**config.mk**
```make
export PLATFORM = sky130hd
export DESIGN_NAME = hazard_scoreboard
export DESIGN_NICKNAME = d
export VERILOG_FILES = /design/src/rtl/hazard_scoreboard.sv
export SDC_FILE = /design/constraint.sdc
export NUM_CORES = 1
export LEC_CHECK = 0
export ABC_CLOCK_PERIOD_IN_PS = 5680
export CAP_MARGIN = 15
export CORE_MARGIN = 1
export CORE_UTILIZATION = 45
export CTS_CLUSTER_DIAMETER = 200
export DETAILED_ROUTE_END_ITERATION = 7
export DONT_BUFFER_PORTS = 1
export PLACE_DENSITY = 0.59
export SLEW_MARGIN = 15
export SYNTH_ARGS = -nofsm -noshare
export SYNTH_HDL_FRONTEND = slang
export SYNTH_SLANG_ARGS = --single-unit
```
**constraint.sdc**
```tcl
create_clock -name clk_i -period 5.68 [get_ports clk_i]
set_input_delay 1.136 -clock clk_i [delete_from_list [all_inputs] [get_ports clk_i]]
set_output_delay 1.136 -clock clk_i [all_outputs]
set_load 0.03 [all_outputs]
```
**src/rtl/hazard_scoreboard.sv**
```systemverilog
// Hazard/forwarding unit for the in-order pipeline. Tracks the destination registers of
// in-flight writers through DEPTH post-ID slots (slot 0 = EX ... slot DEPTH-1 = WB).
module hazard_scoreboard #(
  parameter  int REG_IDX_W  = 5,
  parameter  int DEPTH      = 3,
  parameter  int FWD_EN     = 1,
  parameter  int LOAD_AVAIL = 1,
  parameter  int CNT_W      = 32,
  localparam int SEL_W      = $clog2(DEPTH + 1)
) (
  input  logic                 clk_i,
  input  logic                 rst_n_i,
  input  logic                 id_valid_i,
  input  logic [REG_IDX_W-1:0] id_rs1_idx_i,
  input  logic [REG_IDX_W-1:0] id_rs2_idx_i,
  input  logic                 id_rs1_used_i,
  input  logic                 id_rs2_used_i,
  input  logic [REG_IDX_W-1:0] id_rd_idx_i,
  input  logic                 id_reg_wr_i,
  input  logic                 id_rd_mem_i,
  input  logic                 flush_i,
  input  logic                 stall_ext_i,
  input  logic                 cnt_clr_i,
  output logic                 stall_o,
  output logic                 issue_o,
  output logic [SEL_W-1:0]     fwd_a_sel_o,
  output logic [SEL_W-1:0]     fwd_b_sel_o,
  output logic [CNT_W-1:0]     stall_cnt_o
);

  logic [DEPTH-1:0]     slot_vld_q, slot_wr_q, slot_ld_q;
  logic [DEPTH-1:0]     slot_vld_d, slot_wr_d, slot_ld_d;
  logic [REG_IDX_W-1:0] slot_rd_q [DEPTH];
  logic [REG_IDX_W-1:0] slot_rd_d [DEPTH];
  logic [CNT_W-1:0]     stall_cnt_q, stall_cnt_d;

  logic [DEPTH-1:0] match_a, match_b;
  logic             ld_a, ld_b;
  logic [SEL_W-1:0] sel_a, sel_b;
  logic             hazard, issue;

  for (genvar gi = 0; gi < DEPTH; gi++) begin : g_match
    assign match_a[gi] = id_rs1_used_i & (id_rs1_idx_i != '0) & slot_vld_q[gi] &
                         slot_wr_q[gi] & (slot_rd_q[gi] == id_rs1_idx_i);
    assign match_b[gi] = id_rs2_used_i & (id_rs2_idx_i != '0) & slot_vld_q[gi] &
                         slot_wr_q[gi] & (slot_rd_q[gi] == id_rs2_idx_i);
  end

  // Scan oldest to youngest so the youngest matching slot wins.
  always_comb begin
    ld_a  = 1'b0;
    ld_b  = 1'b0;
    sel_a = '0;
    sel_b = '0;
    for (int i = DEPTH - 1; i >= 0; i--) begin
      if (match_a[i]) begin
        sel_a = SEL_W'(i + 1);
        ld_a  = slot_ld_q[i] && (i < LOAD_AVAIL);
      end
      if (match_b[i]) begin
        sel_b = SEL_W'(i + 1);
        ld_b  = slot_ld_q[i] && (i < LOAD_AVAIL);
      end
    end
  end

  if (FWD_EN != 0) begin : g_fwd
    assign hazard      = id_valid_i & (ld_a | ld_b);
    assign fwd_a_sel_o = (rst_n_i && !ld_a) ? sel_a : '0;
    assign fwd_b_sel_o = (rst_n_i && !ld_b) ? sel_b : '0;
  end else begin : g_nofwd
    assign hazard      = id_valid_i & ((|match_a) | (|match_b));
    assign fwd_a_sel_o = '0;
    assign fwd_b_sel_o = '0;
  end

  assign issue       = rst_n_i & id_valid_i & ~hazard & ~flush_i & ~stall_ext_i;
  assign issue_o     = issue;
  assign stall_o     = rst_n_i & hazard;
  assign stall_cnt_o = stall_cnt_q;

  for (genvar gi = 0; gi < DEPTH; gi++) begin : g_next
    if (gi == 0) begin : g_head
      assign slot_vld_d[gi] = issue;
      assign slot_rd_d[gi]  = issue ? id_rd_idx_i : '0;
      assign slot_wr_d[gi]  = issue & id_reg_wr_i & (id_rd_idx_i != '0);
      assign slot_ld_d[gi]  = issue & id_rd_mem_i;
    end else begin : g_shift
      assign slot_vld_d[gi] = slot_vld_q[gi-1];
      assign slot_rd_d[gi]  = slot_rd_q[gi-1];
      assign slot_wr_d[gi]  = slot_wr_q[gi-1];
      assign slot_ld_d[gi]  = slot_ld_q[gi-1];
    end
  end

  always_comb begin
    stall_cnt_d = stall_cnt_q;
    if (cnt_clr_i)
      stall_cnt_d = '0;
    else if (hazard && !flush_i && !stall_ext_i && !(&stall_cnt_q))
      stall_cnt_d = stall_cnt_q + 1'b1;
  end

  always_ff @(posedge clk_i or negedge rst_n_i) begin
    if (!rst_n_i) begin
      slot_vld_q  <= '0;
      slot_wr_q   <= '0;
      slot_ld_q   <= '0;
      stall_cnt_q <= '0;
      for (int i = 0; i < DEPTH; i++) slot_rd_q[i] <= '0;
    end else begin
      stall_cnt_q <= stall_cnt_d;
      // A memory-wait freeze holds the whole tracker in place.
      if (!stall_ext_i) begin
        slot_vld_q <= slot_vld_d;
        slot_wr_q  <= slot_wr_d;
        slot_ld_q  <= slot_ld_d;
        for (int i = 0; i < DEPTH; i++) slot_rd_q[i] <= slot_rd_d[i];
      end
    end
  end

endmodule

```
==> impl_metrics.json <==
{
  "run_status": "completed",
  "part_of_the_cycle_the_worst_path_needs_pct": 66.3,
  "cellLeakagePower_nw": 1.22,
  "setup_buffers_after_cts": 0,
  "timing.critical_path.fanout_max": 4,
  "first_global_vias": 2365,
  "dieArea_sq_mm": 0.00735,
  "synth_warnings": 0,
  "gp_congestion": 0.864,
  "grt_usage_pct": 21.4,
  "clk-insertion-delay-late_ns": 0.31,
  "timing.hold.worst.class": "in -> async",
  "layout-area-overhead-vs-synth_pct": 5.87,
  "place.detailed.instances": 403,
  "dp_hpwl_um": 5170,
  "area_after_detailed_placement_sq_mm": 0.00323,
  "cts_made_buffers": 5,
  "cts_tree": "built",
  "design_area_sq_mm": 0.00334,
  "number_of_max_cap_violations": 0,
  "core_region_area_sq_mm": 0.00679,
  "preCtsSetupSlack_ns": 1.92,
  "synth.area.mux_share_pct": 5.99,
  "numPortBuffers": 0,
  "via_count": 2582,
  "worst_slew_pin_slew_ns": 1.13,
  "crit_chain": "or4_1 -> o21ai_1 -> or3_1 -> mux2i_1 -> and2_1",
  "post_synth_xor_area_fraction_pct": 8.33,
  "cts_hold_repair.buffers": 0,
  "globalRoute.totalOverflow": 0,
  "final-max-slew-violation-count": 0,
  "yosysSeqAreaShare_pct": 42.8,
  "mappedNetlistNets": 348,
  "cts_buffer_depth": 2,
  "initial_utilization_pct": 46.4,
  "cts_repair_resize_count": 0,
  "max_slew_margin_pct": 24.0,
  "cp_slowest_cell": "sky130_fd_sc_hd__or4_1",
  "routed_wirelength_um": 7500,
  "grt_first_pass_wirelength_um": 12400,
  "final_clock_skew_ns": 0.0128,
  "htree_num_levels": 2,
  "ant_nets": 0,
  "antenna_cells": 0,
  "clock_sinks": 54,
  "critical_path_class": "in -> out",
  "detail_route.drc_violations": 0,
  "pin_count": 63,
  "cp-start-kind": "primary input",
  "drive_gt1_share_pct": 10.2,
  "clk_root_buffer_cell": "sky130_fd_sc_hd__clkbuf_8",
  "worst_vdd_ir_mv": 0.101,
  "ys_types": 40,
  "grt_antenna_before_repair": 0,
  "synth_top_family_by_area": "simple AND/OR/NAND/NOR gates",
  "worst_setup_path_end_kind": "output pin",
  "synthSimpleGateAreaFrac_pct": 23.9,
  "critical_path.top_delay_family": "simple AND/OR/NAND/NOR gates",
  "drt_pass1_iterations": 4,
  "final_hold_viol_count": 0,
  "clkSlewWorstSetupHoldPaths_ns": 0.10,
  "synth.avg_cell_area_sq_um": 9.80,
  "worst-path-buf-inv": 0,
  "layout.nets": 340,
  "min_period_ns": 3.77,
  "wl_per_cell_um": 18.2,
  "postSynthRegisterBits": 54,
  "worst-endpoint-arrival_ns": 2.63,
  "final_cells": 411,
  "grt_max_degree": 64,
  "vias_per_cell": 6.28,
  "max_freq_ghz": 0.266,
  "synth.cell_area_sq_mm": 0.00316,
  "worst_setup_slack_final_ns": 1.91,
  "share_of_the_synthesized_area_in_compound_gates_ao_oa_aoi_oai_pct": 15.8,
  "die_width_um": 85.7,
  "worstPathRequired_ns": 4.54,
  "rsz0062_at_grt": "false",
  "syn_inst": 322,
  "final_core_utilization_pct": 49.2,
  "yosys.area_share.adder_pct": 0.397,
  "power.density_cell_area_mw_per_mm2": 207,
  "std_cell_rows": 30,
  "fin_setup_tns_ns": 0,
  "cpPeakStageDelay_ns": 0.51,
  "die_height_um": 85.7,
  "timing.final.setup_violations": 0,
  "first_iter_violations": 128
}
==> final timing paths <==
check / start / endpoint / slack (ns) / cells after the start
worst min-delay path: rst_n_i / stall_cnt_o[29] / 0.50 / 0
worst max-delay path: id_rs1_idx_i[1] / fwd_a_sel_o[0] / 1.91 / 5
worst min register to register: slot_vld_q[0] / slot_vld_q[0] / 0.54 / 1
min in group clk_i: slot_vld_q[0] / slot_vld_q[0] / 0.54 / 1
worst max register to register: stall_cnt_o[0] / stall_cnt_o[24] / 2.44 / 7
max in group asynchronous: rst_n_i / stall_cnt_o[6] / 5.06 / 0
==> flip-flops by register name (all words and copies together), names as in the netlist <==
register,cells
slot_rd_d,10
slot_vld_q,3
slot_rd_q,5
stall_cnt_o,32
slot_wr_q,3
slot_ld_q,1
==> layout by cell type, fill, tap and decap left out, types with 4 or more instances in the layout <==
cell	instances
sky130_fd_sc_hd__nand4_1	17
sky130_fd_sc_hd__a21oi_1	30
sky130_fd_sc_hd__clkbuf_8	5
sky130_fd_sc_hd__nor2_1	8
sky130_fd_sc_hd__o31ai_1	21
sky130_fd_sc_hd__nand3_1	23
sky130_fd_sc_hd__nor3_1	7
sky130_fd_sc_hd__o21ai_0	6
sky130_fd_sc_hd__inv_1	4
sky130_fd_sc_hd__nand2_1	9
sky130_fd_sc_hd__dfrtp_1	54
sky130_fd_sc_hd__mux2_2	15
sky130_fd_sc_hd__or3_1	11
sky130_fd_sc_hd__xnor2_1	30
sky130_fd_sc_hd__or4_1	25
sky130_fd_sc_hd__a22o_1	6
==> synth_stat cells (all sizes together) <==
library cell / instances / area (sq um)
dfrtp: 54 / 1350
a21oi: 30 / 150
xnor2: 30 / 263
or4: 25 / 188
nand3: 24 / 125
o31ai: 21 / 158
nand4: 18 / 119
mux2: 15 / 169
or3: 12 / 80.1
clkbuf: 11 / 41.3
nand2: 9 / 33.8
nor2: 8 / 30.0
nor3: 8 / 45.0
o21ai: 8 / 40.0
buf: 7 / 31.3
a22o: 6 / 52.6
inv: 4 / 15.0
and2: 3 / 18.8
and4: 3 / 26.3
nor4: 3 / 18.8
a21o: 2 / 15.0
and3: 2 / 12.5
mux2i: 2 / 20.0
nand2b: 2 / 12.5
nor3b: 2 / 15.0
o211a: 2 / 20.0
o21ba: 2 / 20.0
o41ai: 2 / 17.5
or4b: 2 / 20.0
a32o: 1 / 10.0
ha: 1 / 12.5
o21a: 1 / 7.51
o31a: 1 / 8.76
or3b: 1 / 8.76
==> metrics by stage <==
| step | total power, mW | hold WS (ns) |
|---|---|---|
| 2_1_floorplan | 0.441 | 0.490 |
| 4_1_cts | 0.701 | 0.497 |
| 6_report | 0.691 | 0.503 |
| 5_1_grt | 0.721 | 0.483 |
| 3_5_place_dp | 0.443 | 0.527 |
| 3_3_place_gp | 0.443 | 0.523 |
==> kinds of logic after synthesis <==
kind of cell	count (synthesis)
simple gates	122
fa+ha+maj	1
xor+xnor	30
compound gates	76
buf+inv	22
mux	17
flops	54
==> final cells by class <==
class | instances | area [sq um]
clock buffer | 5 | 68.8
inverter | 4 | 15.0
multi-input combinational | 246 | 1720
tap | 96 | 120
clock inverter | 3 | 40.0
fill | 619 | 3450
sequential | 54 | 1350
timing repair buffer | 3 | 22.5
==> per-layer routing <==
metal,up-vias,track usage (%),wire length [um]
met1,1293,31.9,3710
met4,0,4.24,63
met2,57,30.5,3250
met3,6,6.45,466
li1,1226,-,-
met5,-,0,0
==> power breakdown <==
group	internal (mW)	switching [mW]	total [mW]	leakage (nW)
Combinational	0.0227	0.0110	0.0337	0.411
Sequential	0.392	0.0103	0.402	0.749
Clock	0.130	0.125	0.255	0.0579
Note: power is estimated with default switching activity, not from simulation.
